`config.mk`:
```
export PLATFORM = sky130hd
export DESIGN_NAME = bus_arbiter_split
export DESIGN_NICKNAME = d
export VERILOG_FILES = /design/src/rtl/bus_arbiter_split.sv
export SDC_FILE = /design/constraint.sdc
export NUM_CORES = 1
export LEC_CHECK = 0
export BUFFER_PORTS_ARGS = -buffer_cell sky130_fd_sc_hd__buf_2
export CAP_MARGIN = 20
export CORE_MARGIN = 5
export CORE_UTILIZATION = 40
export CTS_BUF_LIST = sky130_fd_sc_hd__clkbuf_4 sky130_fd_sc_hd__clkbuf_8
export DETAILED_ROUTE_END_ITERATION = 8
export GPL_TIMING_DRIVEN = 0
export PLACE_DENSITY = 0.69
export SLEW_MARGIN = 20
export SYNTH_ARGS = -nofsm -noshare
export SYNTH_HDL_FRONTEND = slang
export SYNTH_SLANG_ARGS = --single-unit
export TNS_END_PERCENT = 50
```
`constraint.sdc`:
```
create_clock -name CLK -period 2.41 [get_ports CLK]
set_clock_uncertainty 0.2 [all_clocks]
set_input_delay 0.3615 -clock CLK [delete_from_list [all_inputs] [get_ports CLK]]
set_output_delay 0.3615 -clock CLK [all_outputs]
set_load 0.02 [all_outputs]
```
`src/rtl/bus_arbiter_split.sv`:
```
`default_nettype none
// ============================================================================
//  Module   : bus_arbiter_split
//  Purpose  : Two-master bus arbiter with split/retry handling, locked
//             tenures, round-robin tie breaking and tenure-based preemption.
//             All outputs are registered.
//  Ports    : CLK        - system clock, rising edge
//             RST        - synchronous active-high reset
//             HBUSREQ    - bus request (bit0 master 1, bit1 master 2)
//             HLOCK      - locked-transfer request per master
//             HREADY     - current transfer completes this cycle
//             HRESP      - slave response (00 OKAY 01 ERROR 10 RETRY 11 SPLIT)
//             HSPLIT     - split release, bit i re-enables master i+1
//             HGRANT     - one-hot grant, 00 when no owner
//             HMAS       - owner ID to the slaves (00 none, 01 m1, 10 m2)
//             MLOCK      - owner holds a locked tenure
//             SPLIT_PEND - split mask, bit i set while master i+1 is parked
//  Revision : 1.0 - initial release
// ============================================================================
module bus_arbiter_split #(
   parameter int TENURE = 16
) (
   input  logic       CLK,
   input  logic       RST,
   input  logic [1:0] HBUSREQ,
   input  logic [1:0] HLOCK,
   input  logic       HREADY,
   input  logic [1:0] HRESP,
   input  logic [1:0] HSPLIT,
   output logic [1:0] HGRANT,
   output logic [1:0] HMAS,
   output logic       MLOCK,
   output logic [1:0] SPLIT_PEND
);

   localparam logic [0:0] IDLE = 1'b0;
   localparam logic [0:0] BUSY = 1'b1;

   localparam int            CW      = (TENURE > 1) ? $clog2(TENURE) : 1;
   localparam logic [CW-1:0] CNT_MAX = CW'(TENURE - 1);

   localparam logic [1:0] RESP_RETRY = 2'b10;
   localparam logic [1:0] RESP_SPLIT = 2'b11;

   logic [0:0]    state;
   logic          owner;        // 0 = master 1, 1 = master 2
   logic          last_owner;
   logic [CW-1:0] tenure_cnt;

   logic [1:0] eligible;
   logic       winner;
   logic       own_req;
   logic       own_lock;
   logic       other_elig;
   logic       do_split;
   logic       do_retry;
   logic       do_drop;
   logic       do_preempt;
   logic       release_bus;
   logic [1:0] split_set;
   logic [1:0] owner_onehot;
   logic [1:0] winner_onehot;

   // Parked masters are invisible to arbitration.
   assign eligible = HBUSREQ & ~SPLIT_PEND;

   // Round-robin: on a tie the master that did not own last wins.
   always_comb begin
      winner = 1'b0;
      if (eligible == 2'b11) begin
         winner = ~last_owner;
      end else if (eligible[0]) begin
         winner = 1'b0;
      end else begin
         winner = 1'b1;
      end
   end

   assign winner_onehot = winner ? 2'b10 : 2'b01;
   assign owner_onehot  = owner  ? 2'b10 : 2'b01;

   assign own_req    = HBUSREQ[owner];
   assign own_lock   = HLOCK[owner];
   assign other_elig = eligible[~owner];

   assign do_split   = (HRESP == RESP_SPLIT);
   assign do_retry   = (HRESP == RESP_RETRY);
   assign do_drop    = !own_req && !own_lock;
   // Uses the lock registered for the tenure so far, so a lock cannot be
   // dodged by the preempt check on the same cycle.
   assign do_preempt = (tenure_cnt == CNT_MAX) && !MLOCK && other_elig;

   // Release conditions only matter on completed transfers. ERROR falls
   // through to the drop/preempt checks like OKAY.
   assign release_bus = (state == BUSY) && HREADY &&
                        (do_split || do_retry || do_drop || do_preempt);

   assign split_set = ((state == BUSY) && HREADY && do_split) ? owner_onehot : 2'b00;

   always_ff @(posedge CLK) begin
      if (RST) begin
         state      <= IDLE;
         owner      <= 1'b0;
         last_owner <= 1'b1;
         tenure_cnt <= '0;
         HGRANT     <= 2'b00;
         HMAS       <= 2'b00;
         MLOCK      <= 1'b0;
         SPLIT_PEND <= 2'b00;
      end else begin
         // A release on the same edge beats a new split for that master.
         SPLIT_PEND <= (SPLIT_PEND | split_set) & ~HSPLIT;

         case (state)
            IDLE: begin
               if (|eligible) begin
                  state      <= BUSY;
                  owner      <= winner;
                  last_owner <= winner;
                  tenure_cnt <= '0;
                  MLOCK      <= HLOCK[winner];
                  HGRANT     <= winner_onehot;
                  HMAS       <= winner_onehot;
               end
            end
            BUSY: begin
               if (HREADY) begin
                  if (release_bus) begin
                     // Going back through IDLE guarantees one dead cycle
                     // with HMAS=00 before the next grant.
                     state  <= IDLE;
                     MLOCK  <= 1'b0;
                     HGRANT <= 2'b00;
                     HMAS   <= 2'b00;
                  end else begin
                     MLOCK <= own_lock;
                     if (tenure_cnt != CNT_MAX) begin
                        tenure_cnt <= tenure_cnt + CW'(1);
                     end
                  end
               end
            end
            default: begin
               state <= IDLE;
            end
         endcase
      end
   end

endmodule
`default_nettype wire

```
[After elaboration in Yosys (flattened, before gate mapping)]
Index checks and enable logic that the tools add are counted.
Storage, ports and cells
  flip-flop bits (word level): 12
  bits of input ports: 11
  output and inout port bits: 7
Operators by class
  add/subtract/negate cells: 1
  order comparisons: 3
  equality and inequality tests: 10
  mux-type cells: 30
  bitwise gates (word level): 8
  reductions and logical operators: 17
Operators with widths (count)
  two-way mux 1 bit: 16
  two-way mux 4 bit: 4
  two-way mux 2 bit: 6
  one-hot mux 4 bit (2 select lines): 1
  equality test 2 bit (second input constant): 3
  logical AND 1 bit: 6
  less-than comparator 1 x 2 -> 1 bit (second input constant): 3
  != test 2 bit (second input constant): 3
  adder 4 x 1 -> 4 bit (second input constant): 1
  AND 2 bit: 2
  equality test 4 bit (second input constant): 1
  != test 2 x 1 -> 1 bit (second input constant): 2
  != test 4 bit (second input constant): 1
  NOT 2 bit: 2
  one-hot mux 1 bit (2 select lines): 2
  one-hot mux 2 bit (2 select lines): 1
  AND reduction 2 bit: 2
  AND reduction 4 bit: 1
  zero test 1 bit: 3
  logical OR 1 bit: 3
  NOT 1 bit: 3
  AND reduction 3 bit: 1
  OR 2 bit: 1
  OR reduction 2 bit: 1

[Depth between registers and ports, before layout]
Gate-level depths: netlist of run 1.
  depth in word-level cells: 10
  gate-level depth with buffers: 5
  depth with buffers taken out: 5

[Least setup slack after synthesis of run 1]
Ideal clock, no wire load.
  kind: register to register
  from: register owner
  to: register tenure_cnt[3]
  arrival: 1403 ps
  slack: 733 ps
  cell stages (with the launch flop): 6
  cell sequence: dfxtp_1 -> buf_6 -> nor3_2 -> a211o_4 -> or4_1 -> a31oi_1
On the way
  cells in the longest elaborated chain, start to end: 9
  elaborated cells on any way between the ends: 15
  those cells by class: 1 x eq/ne; 6 x mux; 8 x reduce/logical
RTL lines
  start: declaration: RTL line 46  | logic owner;
  start signal: assignment: RTL line 118  | owner <= winner;
  two-way mux 1 bit (on tied branches) (2 in series): RTL line 82, 83
  zero test 1 bit: RTL line 88  | assign do_drop = !own_req && !own_lock;
  logical AND 1 bit: RTL line 88
  logical OR 1 bit: RTL line 96  | (do_split || do_retry || do_drop || do_preempt);
  logical OR 1 bit *: RTL line 96
  logical AND 1 bit *: RTL line 95  | assign release_bus = (state == BUSY) && HREADY &&
  != test 2 bit (no line) *
  AND reduction 4 bit (no line) *
  end signal: assignment: RTL line 138  | tenure_cnt <= tenure_cnt + CW'(1);
  end: declaration: RTL line 48  | logic [CW-1:0] tenure_cnt;
Mark *: on every way between the ends. The rest lies on a longest branch, timed or not. The select of a mux whose other input is x is not followed.
A chain may end at the register's enable or synchronous reset.

[Final worst setup path of run 1]
  from: register tenure_cnt[0]
  to: register tenure_cnt[1]
On the way
  cells in the longest elaborated chain, start to end: 7
  elaborated cells on any way between the ends: 14
  those cells by class: 1 x add/sub; 4 x eq/ne; 4 x mux; 5 x reduce/logical
RTL lines
  branches (longest 7 deep; another with adder 4 x 1 -> 4 bit)
Parallel ways; which one is timed is not known. The select of a mux whose other input is x is not followed.

==> results of run 1 <==
[cells in the final DEF, fill, tap and decap left out, types with 2 or more instances in the layout]
master	Yosys	routed
a21oi_1	2	2
a31oi_1	2	2
a32o_1	2	2
buf_2	1	18
buf_4	3	3
clkbuf_4	0	3
dfxtp_1	12	12
inv_1	3	3
nand2_1	4	4
nand2b_1	2	2
nand3_1	6	6
nor2_1	9	9
nor3_1	5	5
nor3b_1	2	2
o2111ai_1	2	2
o211ai_1	2	2
o21ai_0	2	2
o22ai_1	2	2
or4_1	2	2
[final cells by class]
type / instances / area [um^2] / area share
Sequential cell: 12 / 240 / 0.300
Timing Repair Buffer: 17 / 85.1 / 0.106
Multi-Input combinational cell: 58 / 384 / 0.479
Clock buffer: 3 / 22.5 / 0.0281
Inverter: 3 / 11.3 / 0.0140
Buffer: 5 / 38.8 / 0.0484
Tap cell: 16 / 20.0 / 0.0250
[logic make-up after synthesis]
kind of cell	after synthesis
fa+ha+maj	1
compound gates	23
simple gates	32
flops	12
buf+inv	8
mux	2
[power by group through the flow]
stage | registers, uW | clock network, uW | logic (uW)
6_report | 221 | 121 | 122
3_3_place_gp | 225 | 0 | 121
2_1_floorplan | 232 | 0 | 78.2
4_1_cts | 221 | 123 | 122
3_5_place_dp | 226 | 0 | 121
5_1_grt | 223 | 142 | 133
[registers in the layout (all words and copies together), names as in the netlist]
register and flops:
MLOCK 1, SPLIT_PEND 2, last_owner 1, tenure_cnt 4, state 1, HMAS 2
owner 1
[routing by layer]
metal  part of all wire  global-route usage  vias to the layer above
li1                   -                   -                      343
met1               0.49               0.174                      298
met2               0.44               0.204                       11
met3              0.055              0.0552                        5
met4              0.017              0.0673                        0
met5                  0                   0                        -
[metrics by stage]
| stage | setup slack [ns] | instance area (um^2) | power, uW | hold WS [ns] | instances |
|---|---|---|---|---|---|
| 2_1_floorplan | 0.733 | 674 | 310 | 0.241 | 78 |
| 3_3_place_gp | 0.620 | 779 | 346 | 0.299 | 111 |
| 3_5_place_dp | 0.612 | 779 | 347 | 0.305 | 111 |
| 4_1_cts | 0.636 | 802 | 466 | 0.0406 | 114 |
| 5_1_grt | 0.535 | 802 | 498 | 0.0327 | 114 |
| 6_report | 0.645 | 802 | 464 | 0.0448 | 114 |
[critical path, cell delays in order (launching register included)]
cell	delay, ns
dfxtp_1	0.34
ha_1	0.21
nand3_1	0.12
nand3_1	0.19
or3b_2	0.47
o21ai_0	0.15
[worst paths after layout]
| path | endpoint | cells past startpoint | slack (ns) | from |
|---|---|---|---|---|
| max | tenure_cnt[1]$_SDFFE_PP0P_ | 5 | 0.65 | tenure_cnt[0]$_SDFFE_PP0P_ |
| max reg2reg | tenure_cnt[1]$_SDFFE_PP0P_ | 5 | 0.65 | tenure_cnt[0]$_SDFFE_PP0P_ |
| min reg2reg | tenure_cnt[0]$_SDFFE_PP0P_ | 1 | 0.31 | tenure_cnt[0]$_SDFFE_PP0P_ |
| min | SPLIT_PEND[1]$_SDFF_PP0_ | 2 | 0.04 | HSPLIT[1] |
==> impl_metrics.env, run 1 <==
export IMPL_syn_area_um2=674
export IMPL_netSwitchingFraction=0.312
export IMPL_syn_avg_cell_area_um2=8.65
export IMPL_synth_top_family_by_area="compound AO/OA/AOI/OAI gates"
export IMPL_postRouteAntennaNets=0
export IMPL_area_growth_pct=18.9
export IMPL_ctsHoldBuffers=0
export IMPL_cts_setup_buffers=0
export IMPL_cts_sinks=12
export IMPL_yosysMostFrequentCell="dfxtp_1"
export IMPL_synthMuxAreaShare=0.0315
export IMPL_cts_buffer_depth=2
export IMPL_clk_pin_slew_ns=0.07
export IMPL_final_setup_tns_ns=0
export IMPL_drcViolationCount=0
export IMPL_synth_top_area_cell="dfxtp_1"
export IMPL_core_area_mm2=0.00156
export IMPL_drive_above_1_share=0.306
export IMPL_grt_first_pass_wirelength_um=2720
export IMPL_die_h_um=51.1
export IMPL_cp_max_fo=6
export IMPL_ys_seq_area_frac=0.356
export IMPL_ctsResizeCount=0
export IMPL_switching_power_uw=145
export IMPL_io_pins=18
export IMPL_p_int_uw=320
export IMPL_dpl_hpwl_um=1170
export IMPL_power_density_mw_per_mm2=579
export IMPL_drt_iter0_drc=10
export IMPL_ys_flop_type="dfxtp_1"
export IMPL_irDropWorstVdd_uv=314
export IMPL_wl_per_cell_um=13.6
export IMPL_rsz0062_at_grt="no"
export IMPL_seqPwrFrac=0.476
export IMPL_worstPathRequired_ns=2.41
export IMPL_worst_setup_path_start_kind="register"
export IMPL_synth_xor_area_share=0
export IMPL_max_freq_mhz=567
export IMPL_cp_end_kind="register"
export IMPL_synth_nets=90
export IMPL_critical_path_class="reg -> reg"
export IMPL_synth_edf_count=0
export IMPL_synth_seq_cells=12
export IMPL_cts_root_buf="clkbuf_4"
export IMPL_start_util=0.433
export IMPL_drt_pre_antenna_iters=4
export IMPL_gp_congestion=0.817
export IMPL_hp_class="in -> reg"
export IMPL_grt_start_max_net_pins=11
export IMPL_slew_violations=0
export IMPL_synth_simple_gate_area_frac=0.245
export IMPL_fillers=156
export IMPL_status="complete, no violations"
export IMPL_worstMarginPinSlew_ns=0.289
export IMPL_clock_latency_ns=0.27
export IMPL_final_util=0.514
export IMPL_viasPerCell=5.76
export IMPL_period_share=0.732
export IMPL_yosysWarnings=0
export IMPL_num_vias=657
export IMPL_row_count=14
export IMPL_static_leakage_power_uw=0.000324
export IMPL_routed_wl_um=1550
export IMPL_synth_common_cells="dfxtp_1, nor2_1, nand3_1"
export IMPL_synthArstFlopShare=0
export IMPL_cp_arrival_ns=1.76
export IMPL_slew_headroom=0.806
export IMPL_setup_viol=0
export IMPL_cts_tree="built"
export IMPL_netlist_cell_type_count=33
export IMPL_n_antenna_cell=0
export IMPL_netlist_instances=78
export IMPL_cts_max_level=1
export IMPL_grt_pass1_vias=610
export IMPL_synthAdderAreaFrac=0.0186
export IMPL_die_x_um=51.1
export IMPL_hold_viol_final=0
export IMPL_cts_made_buffers=3
export IMPL_synth_compound_area_frac=0.275
export IMPL_track_usage=0.138
export IMPL_port_buffers=17
export IMPL_fin_crit_ns=1.76
export IMPL_gr_total_overflow=0
export IMPL_die_area_mm2=0.00261
export IMPL_antenna_found_initial=0
export IMPL_final_nets=112
export IMPL_clockPowerShare=0.261
export IMPL_yosys_top_cells_area="dfxtp_1, nor2_1, nand3_1"
export IMPL_combPwrFrac=0.263
export IMPL_yosys_area_top_type_share=0.356
export IMPL_cap_violations=0
No activity file was read; power rests on OpenSTA's default activity.
==> run 2, diff against run 1 <==
Settings changed: PLACE_DENSITY 0.69 to 0.72.
Clock period 2.41 ns to 1.43 ns, I/O delays scaled along.
==> impl_metrics.env, run 2 (synthesis gave the netlist of run 1 again) <==
export IMPL_status="finished, violations left"
export IMPL_violations="negative setup slack"
export IMPL_setup_viol=8
export IMPL_fin_ws_ns=-0.135
export IMPL_n_antenna_cell=0
export IMPL_drt_pre_antenna_iters=4
export IMPL_port_buffers=17
export IMPL_num_vias=718
export IMPL_clk_pin_slew_ns=0.08
export IMPL_gp_congestion=0.797
export IMPL_hold_viol_final=0
export IMPL_met2_length_um=850
export IMPL_largest_register_ffs=4
export IMPL_gr_total_overflow=0
export IMPL_cp_arrival_ns=1.58
export IMPL_static_leakage_power_uw=0.000370
export IMPL_final_nets=117
export IMPL_postRouteAntennaNets=0
export IMPL_antenna_found_initial=0
export IMPL_fin_crit_ns=1.57
export IMPL_core_area_mm2=0.00156
export IMPL_max_freq_mhz=639
export IMPL_die_h_um=51.1
export IMPL_hp_class="in -> reg"
export IMPL_cts_buffer_depth=2
export IMPL_clock_latency_ns=0.28
export IMPL_critical_path_class="reg -> reg"
export IMPL_dpl_hpwl_um=1220
export IMPL_dp_slack_ns=-0.193
export IMPL_slew_violations=0
export IMPL_viasPerCell=5.98
export IMPL_layout_common_cells="buf_2, dfxtp_1, nor2_1"
export IMPL_power_density_mw_per_mm2=931
export IMPL_wl_per_cell_um=15.1
export IMPL_drt_iter0_drc=11
export IMPL_area_growth_pct=44.3
export IMPL_cts_root_buf="clkbuf_4"
export IMPL_mostFrequentLayoutCell="buf_2"
export IMPL_cap_violations=0
export IMPL_highest_layer="met4"
export IMPL_period_share=1.09
export IMPL_m1WireLength_um=833
export IMPL_grt_start_max_net_pins=11
export IMPL_die_x_um=51.1
export IMPL_worstMarginPinSlew_ns=0.289
export IMPL_rsz0062_at_grt="yes"
export IMPL_slew_headroom=0.807
export IMPL_track_usage=0.149
export IMPL_cts_tree="built"
export IMPL_grt_pass1_vias=658
export IMPL_die_area_mm2=0.00261
export IMPL_grt_first_pass_wirelength_um=2880
export IMPL_routed_wl_um=1810
export IMPL_cp_max_fo=6
export IMPL_start_util=0.433
export IMPL_drive_above_1_share=0.500
export IMPL_drcViolationCount=0
export IMPL_worst_setup_path_start_kind="register"
export IMPL_top_register="tenure_cnt"
export IMPL_irDropWorstVdd_uv=619
export IMPL_routed_wl_met3_um=85
export IMPL_top_regs="tenure_cnt: 4 flops, HMAS: 2 flops, SPLIT_PEND: 2 flops"
export IMPL_final_util=0.624
export IMPL_cts_made_buffers=3
export IMPL_cts_max_level=1
export IMPL_row_count=14
export IMPL_total_power_uw=906
export IMPL_cts_sinks=12
export IMPL_worstPathRequired_ns=1.44
export IMPL_cp_end_kind="register"
export IMPL_io_pins=18
-- run 2: area by class of cell --
cell class | instances | area (um^2)
buffer | 4 | 27.5
fill | 130 | 586
clock buffer | 4 | 36.3
multi-input combinational | 58 | 497
sequential | 12 | 246
timing repair buffer | 23 | 135
inverter | 3 | 11.3
tap | 16 | 20.0
-- run 2: through the flow --
stage	setup TNS [ns]	area, um^2	instances	hold slack, ns
after detailed placement	-0.895	795	111	0.188
after CTS	-1.05	891	120	0.0484
after floorplan	-0.364	689	78	0.0938
final	-0.726	973	120	0.0521
after global placement	-0.793	795	111	0.178
after global routing	-1.25	973	120	0.0390
-- run 2: timing repair --
item	CTS	global route
pin swaps	3	6
gates cloned	0	0
hold endpoints to repair	2	0
resized for setup	5	18
setup buffers	3	1
endpoints found under the setup margin	8	10
hold buffers	2	0
-- run 2: final timing paths --
path / start / endpoint / slack (ns) / depth (start not counted)
setup / recovery: owner$_SDFFE_PP0P_ / tenure_cnt[3]$_SDFFE_PP0P_ / -0.14 / 4
hold / removal: RST / tenure_cnt[1]$_SDFFE_PP0P_ / 0.05 / 3
setup reg to reg: owner$_SDFFE_PP0P_ / tenure_cnt[3]$_SDFFE_PP0P_ / -0.14 / 4
hold reg to reg: tenure_cnt[0]$_SDFFE_PP0P_ / tenure_cnt[0]$_SDFFE_PP0P_ / 0.29 / 1
-- run 2: worst max-delay path: stages, from the launching register on --
cell	delay [ns]
dfxtp_4	0.39
nor3_2	0.06
a211o_4	0.29
or4_1	0.40
a31oi_1	0.16
-- run 2: where the power goes --
part           switching, uW  leakage (uW)  internal, uW
clock                    117     0.0000210           155
sequential              27.2     0.0000998           357
combinational            138      0.000249           112
-- run 2: metal layers --
| metal | vias up | global-route usage |
|---|---|---|
| met5 | - | 0 |
| met4 | 0 | 0.0538 |
| met3 | 4 | 0.0640 |
| met2 | 16 | 0.236 |
| li1 | 353 | - |
| met1 | 345 | 0.178 |
